===== src/rtl/csi2_lane_deskew.sv =====
// Multi-lane deskew buffer between the D-PHY byte aligners and the CSI-2 packet layer.
// Each lane fills its own FIFO; a word is released only when every lane holds a byte.
module csi2_lane_deskew #(
    parameter int unsigned LANES    = 4,
    parameter int unsigned DEPTH    = 4,
    parameter int unsigned MAX_SKEW = 3
) (
    input  logic                 clk_i,
    input  logic                 rst_n_i,
    input  logic [LANES-1:0]     lane_valid_i,
    input  logic [8*LANES-1:0]   lane_byte_i,
    input  logic                 reset_align_i,
    output logic                 valid_o,
    output logic [8*LANES-1:0]   data_o,
    output logic                 deskew_err_o
);
    localparam int unsigned AW = $clog2(DEPTH);
    localparam int unsigned PW = AW + 1;

    typedef enum logic [1:0] {
        S_IDLE,
        S_WAIT_ALL,
        S_STREAM,
        S_ERROR
    } state_t;

    state_t          state_q, state_d;
    logic [PW-1:0]   cnt_q, cnt_d, cnt_inc_c;
    logic [PW-1:0]   wr_ptr_q [LANES];
    logic [PW-1:0]   rd_ptr_q [LANES];
    logic [7:0]      mem_q    [LANES][DEPTH];

    logic [LANES-1:0] empty_c, full_c, wr_try_c, wr_en_c;
    logic             all_ne_c, all_empty_c, pop_c, ovf_c;

    // Per-lane full/empty from the registered pointers; the MSB is the wrap bit.
    always_comb begin
        for (int n = 0; n < LANES; n++) begin
            empty_c[n] = (wr_ptr_q[n] == rd_ptr_q[n]);
            full_c[n]  = (wr_ptr_q[n][AW] != rd_ptr_q[n][AW]) &&
                         (wr_ptr_q[n][AW-1:0] == rd_ptr_q[n][AW-1:0]);
        end
    end

    assign all_ne_c    = ~|empty_c;
    assign all_empty_c = &empty_c;
    assign pop_c       = all_ne_c && !reset_align_i &&
                         ((state_q == S_WAIT_ALL) || (state_q == S_STREAM));
    assign wr_try_c    = lane_valid_i & {LANES{(state_q != S_ERROR) && !reset_align_i}};
    // A full lane that pops on this edge can still accept its byte.
    assign ovf_c       = (|(wr_try_c & full_c)) && !pop_c;
    assign wr_en_c     = pop_c ? wr_try_c : (wr_try_c & ~full_c);
    assign cnt_inc_c   = (&cnt_q) ? cnt_q : cnt_q + PW'(1);

    // Next-state and skew counter.
    always_comb begin
        state_d = state_q;
        cnt_d   = cnt_q;
        if (reset_align_i) begin
            state_d = S_IDLE;
            cnt_d   = '0;
        end else if (ovf_c) begin
            state_d = S_ERROR;
        end else begin
            case (state_q)
                S_IDLE: begin
                    if (|lane_valid_i) begin
                        state_d = S_WAIT_ALL;
                        cnt_d   = '0;
                    end
                end
                S_WAIT_ALL: begin
                    if (all_ne_c) begin
                        state_d = S_STREAM;
                        cnt_d   = '0;
                    end else if (cnt_q >= PW'(MAX_SKEW)) begin
                        state_d = S_ERROR;
                    end else begin
                        cnt_d = cnt_inc_c;
                    end
                end
                S_STREAM: begin
                    if (all_ne_c) begin
                        cnt_d = '0;
                    end else if (all_empty_c && !(|lane_valid_i)) begin
                        state_d = S_IDLE;
                        cnt_d   = '0;
                    end else if (cnt_q >= PW'(MAX_SKEW)) begin
                        state_d = S_ERROR;
                    end else begin
                        cnt_d = cnt_inc_c;
                    end
                end
                S_ERROR: state_d = S_ERROR;
                default: state_d = S_IDLE;
            endcase
        end
    end

    always_ff @(posedge clk_i or negedge rst_n_i) begin
        if (!rst_n_i) begin
            state_q      <= S_IDLE;
            cnt_q        <= '0;
            valid_o      <= 1'b0;
            data_o       <= '0;
            deskew_err_o <= 1'b0;
            for (int n = 0; n < LANES; n++) begin
                wr_ptr_q[n] <= '0;
                rd_ptr_q[n] <= '0;
            end
        end else begin
            state_q      <= state_d;
            cnt_q        <= cnt_d;
            valid_o      <= pop_c;
            deskew_err_o <= (state_d == S_ERROR);
            for (int n = 0; n < LANES; n++) begin
                if (pop_c) begin
                    data_o[8*n +: 8] <= mem_q[n][rd_ptr_q[n][AW-1:0]];
                end
                if (reset_align_i) begin
                    wr_ptr_q[n] <= '0;
                    rd_ptr_q[n] <= '0;
                end else begin
                    if (wr_en_c[n]) wr_ptr_q[n] <= wr_ptr_q[n] + PW'(1);
                    if (pop_c)      rd_ptr_q[n] <= rd_ptr_q[n] + PW'(1);
                end
            end
        end
    end

    // FIFO storage needs no reset; only the pointers define occupancy.
    always_ff @(posedge clk_i) begin
        for (int n = 0; n < LANES; n++) begin
            if (wr_en_c[n]) begin
                mem_q[n][wr_ptr_q[n][AW-1:0]] <= lane_byte_i[8*n +: 8];
            end
        end
    end

endmodule

===== config.mk =====
export PLATFORM = sky130hd
export DESIGN_NAME = csi2_lane_deskew
export DESIGN_NICKNAME = d
export VERILOG_FILES = /design/src/rtl/csi2_lane_deskew.sv
export SDC_FILE = /design/constraint.sdc
export NUM_CORES = 1
export LEC_CHECK = 0
export CAP_MARGIN = 20
export CORE_ASPECT_RATIO = 1.25
export CORE_MARGIN = 3
export CORE_UTILIZATION = 35
export DETAILED_ROUTE_END_ITERATION = 16
export GPL_TIMING_DRIVEN = 0
export PLACE_DENSITY_LB_ADDON = 0.25
export SKIP_CTS_REPAIR_TIMING = 1
export SYNTH_ARGS = -nofsm -noshare
export SYNTH_HDL_FRONTEND = slang
export SYNTH_SLANG_ARGS = --single-unit

===== constraint.sdc =====
create_clock -name clk_i -period 4.4 [get_ports clk_i]
set_input_delay 0.88 -clock clk_i [delete_from_list [all_inputs] [get_ports clk_i]]
set_output_delay 0.88 -clock clk_i [all_outputs]
set_load 0.02 [all_outputs]

# After elaboration in Yosys (flattened, before gate mapping)
# Memory sizes are Yosys's and may differ from the RTL's.
# Index checks and enable logic that the tools add are counted.
# word_totals
regBits	63
latch_bits	0
ramBits	128
mem_bits_ro	0
word_cells	160
mem_count	1
# mem_list
memory	words	word_bits	rd	rd_clocked_by_memory_dff	wr	line_no	rtl
mem_q	4	32	4	0	4	31	logic [7:0] mem_q [LANES][DEPTH];
# op_classes
n_addsub	9
multipliers	0
div	0
order_cmp	13
eq_ne	19
shifts	0
muxes	62
n_bitwise	12
n_reduce_logical	31
# op_table
cell	n
$mux W32	4
$mux W8	12
$mux W3	24
$bmux W8 S2	4
$demux W8 S2	4
$add A3 B1 Y3 const B	9
$ge A3 B3 Y1 const B	8
$not A2 Y3	8
$mux W2	7
$logic_and A1 B1 Y1	13
$and A4 B4 Y4	3
$eq A3 B3 Y1	4
$lt A3 B1 Y1 const B	4
$reduce_or A4 Y1	3
$reduce_bool A2 Y1	5
$pmux W3 S3	1
$eq A2 B2 Y1	4
$pmux W2 S4	1
$eq A2 B2 Y1 const B	3
$reduce_and A3 Y1	2
$logic_not A1 Y1	4
$mux W1	4
$mux W4	1
$ne A1 B1 Y1	4
9 further kinds	10

# Depth between registers and ports, before layout
# Gate-level depths: netlist (run 1).
# depth
ltp_word	10
ltp_mapped	8
mapped_depth_nobuf	8

# Worst setup path after synthesis (run 1)
# No wires, ideal clock.
# synth_timing
kind	in2reg
start	input port reset_align_i
end	memory mem_q[0][0] (netlist name) (enable)
setup_ns	0.340
arrival_ns	2.027
setup_slack_ns	2.033
path_stages	4
n_path_buf	1
cell_sequence	clkbuf_1 -> nand2b_1 -> o21ai_2 -> and3_1
# synth_rtl
element	line_no	rtl
start: declaration	12	input logic reset_align_i,
end: declaration	31	

==> results.cfg, run 1 <==
[yosys]
yosysTopAreaCell = edfxtp_1
synth_area_um2 = 8230
synth_top_cell_area_share_pct = 46.7
ys_dominant_reg_cell = edfxtp_1
synth-seq-cells = 191
ys_warn_count = 0
async_flop_share_pct = 33.0
synth_cell_types = 58
synth_edf_count = 128
synth_fp_nets = 542
syn_avg_cell_area_um2 = 17.2
syn_inst = 478
synthTopCellsByArea = edfxtp_1 (47%), dfrtp_1 (19%), mux4_2 (7.4%)
synth-seq-area-share_pct = 65.9

[global_routing]
grt_pass1_wl_mm = 26.2
grt-ovfl-total = 0
grt.total_usage_pct = 13.7
grt_max_degree = 60
antenna_found_initial = 0
grt_pass1_vias = 4840

[timing]
min_period_ns = 3.12
hold_viol = 0
whs_ns = 0.250
min_period_over_period_pct = 70.8
rsz0062_at_grt = false
slew_violations = 0
slew_headroom_pct = 46.3
fin_ws_ns = 1.28
finalSetupViolations = 0
max_freq_mhz = 321
finalClockSkew_ns = 0.0128
timing_worst_slew_pin_value_ns = 0.803

[outcome]
outcome = completed

[drt]
dr.pass1.iters = 4
first_iter_violations = 238
wl_mm = 16.5
antenna_left = 0
vias = 4499
via_per_inst = 5.17
wl_per_cell_um = 18.9
drc_errors = 0

[clocking]
clkSlewWorstSetupHoldPaths_ns = 0.07
cts_root_buf = clkbuf_16
cts_tree = built
cts_sinks = 191
cts_max_level = 4
clk_latency_ns = 0.43
clockBufferDepth = 2
cts_made_buffers = 17

[critical_path]
path_cells = clkdlybuf4s50_1, clkbuf_1, nor2_1, and2_1, and3_1
arrival_ns = 3.18
cp.required_ns = 4.47
critPathLaunchType = input pin
worstPathMaxFanout = 10
criticalPathCategory = in -> reg
max_stage_delay_ns = 0.70
critPathCaptureType = register
critPathSlowestCell = nor2_1

[die]
die_area_um2 = 25400
core_area_um2 = 23000
fp.dieW_um = 143
ios = 73
start_util_pct = 35.7
die_height_um = 177
fp-row-count = 62

[placement]
pre_cts_ws_ns = 0.825
place_congestion = 0.764
hpwl_mm = 11.0
numPortBuffers = 72
place_area_um2 = 9330

[finish]
fillers = 2031
fin_nets = 634
antennaDiodeCount = 0
syn_to_final_growth_pct = 21.0
post-route-util_pct = 43.2
drive_gt1_share_pct = 22.6
final_area_um2 = 9950

[power_and_ir_drop]
leakage_uw = 0.00374
p_total_uw = 3800
ir_drop_mv = 0.262
powerDensity_nw_per_um2 = 382

[min_path]
min-delay-path-class = in -> async

[run]
maxCapViolCount = 0
[routing by layer]
layer / global-route usage (%) / part of all wire [%] / wire length, um / vias up
met5: 0 / 0 / 0 / -
met4: 4.28 / 1.7 / 276 / 0
met3: 3.26 / 3.5 / 571 / 20
met2: 24.8 / 54 / 8920 / 86
met1: 16.0 / 41 / 6720 / 2358
li1: - / - / - / 2035
[power by group]
| group | switching, uW | internal (uW) |
|---|---|---|
| logic | 137 | 98.3 |
| registers | 21.3 | 1960 |
| clock network | 720 | 865 |
[cells in the mapped netlist (all sizes together), types with 2 or more instances]
cell	count
a21boi	3
a21oi	12
a31oi	3
and2	5
and3	16
buf	13
clkbuf	4
dfrtp	63
edfxtp	128
ha	25
inv	14
mux2	36
mux2i	4
mux4	32
nand2	14
nand2b	9
nand3	13
nor2	13
nor3	5
nor3b	3
nor4	2
o21ai	18
or4	2
or4b	3
xnor2	4
xor2	13
[registers in the layout, summed over array words and instances, names as in the netlist]
signal        cells
state_q           2
wr_ptr_q         12
rd_ptr_q         12
valid_o           1
cnt_q             3
data_o           32
deskew_err_o      1
mem_q           128
[cells by family after synthesis]
group | share of synthesized area [%]
and+or+nand+nor | 6.72
xor gates and xnor gates | 2.36
DFF | 65.9
adders and majority gates | 3.80
AOI/OAI and AO/OA | 4.47
buffers and inverters | 2.36
muxes | 14.4
[through the flow]
step / cells / setup TNS, ns
detailed placement: 839 / 0
CTS: 871 / 0
finish: 871 / 0
global route: 871 / 0
global placement: 838 / -5.30
floorplan: 478 / 0
[layout make-up]
class	count	area [um^2]	share of cell area [%]
flip-flops and latches	191	5420	54.5
multi-input cells	256	2610	26.3
repair buffers	73	746	7.49
clock buffers	17	425	4.28
well taps	288	360	3.62
clock inverters	15	193	1.94
plain buffers	17	141	1.42
inverters	14	52.6	0.528
[layout by cell type, fill, tap and decap left out, drive strengths merged, types with 4 or more instances in the layout]
cell           Yosys  final
a21oi             12     12
and2               5      5
and3              16     16
buf               13     15
clkbuf             4     21
clkdlybuf4s50      0     71
clkinv             0      6
dfrtp             63     63
edfxtp           128    128
ha                25     25
inv               14     20
mux2              36     36
mux2i              4      4
mux4              32     32
nand2             14     14
nand2b             9      9
nand3             13     13
nor2              13     13
nor3               5      5
o21ai             18     18
xnor2              4      4
xor2              13     13
[worst paths after layout]
kind,startpoint,to,slack (ns),cells past startpoint
worst max-delay path,reset_align_i,mem_q[1][4],1.28,5
worst min-delay path,rst_n_i,data_o[15],0.25,1
worst max register to register,rd_ptr_q[7],mem_q[0][7],1.70,6
worst min register to register,wr_ptr_q[11],wr_ptr_q[11],0.50,1
max in group asynchronous,rst_n_i,wr_ptr_q[6],3.58,2
min in group clk_i,wr_ptr_q[11],wr_ptr_q[11],0.50,1
[worst max-delay path, delay by kind of cell]
kind	cells	cell delay, ns
buffers and inverters	2	0.75
and+or+nand+nor	3	1.55
Power figures use the tool's default switching activity.
==> inputs of run 2 (changes only) <==
==> constraint.sdc (replaced) <==
create_clock -name clk_i -period 3.26 [get_ports clk_i]
set_input_delay 0.652 -clock clk_i [delete_from_list [all_inputs] [get_ports clk_i]]
set_output_delay 0.652 -clock clk_i [all_outputs]
set_load 0.02 [all_outputs]
==> results of run 2 <==
The final DEF is identical to that of run 1. Status: completed.
Main changes from that run: setup slack after placement 0.825 ns -> -0.0866 ns; setup slack after layout 1.28 ns -> 0.372 ns; hold slack 0.250 ns -> 0.0224 ns; register-to-register setup slack 1.70 ns -> 0.56 ns; total power 3800 uW -> 5130 uW; worst IR drop on VDD 0.262 mV -> 0.353 mV
==> inputs of run 3 (changes only) <==
--- a/config.mk
+++ b/config.mk
@@ -5,6 +5,7 @@
 export SDC_FILE = /design/constraint.sdc
 export NUM_CORES = 1
 export LEC_CHECK = 0
+export ABC_CLOCK_PERIOD_IN_PS = 3260
 export CAP_MARGIN = 20
 export CORE_ASPECT_RATIO = 1.25
 export CORE_MARGIN = 3
==> results of run 3 <==
The final DEF is identical to that of run 1. Status: completed.
Main changes from that run: setup slack after placement 0.825 ns -> -0.0866 ns; setup slack after layout 1.28 ns -> 0.372 ns; hold slack 0.250 ns -> 0.0224 ns; register-to-register setup slack 1.70 ns -> 0.56 ns; total power 3800 uW -> 5130 uW; worst IR drop on VDD 0.262 mV -> 0.353 mV
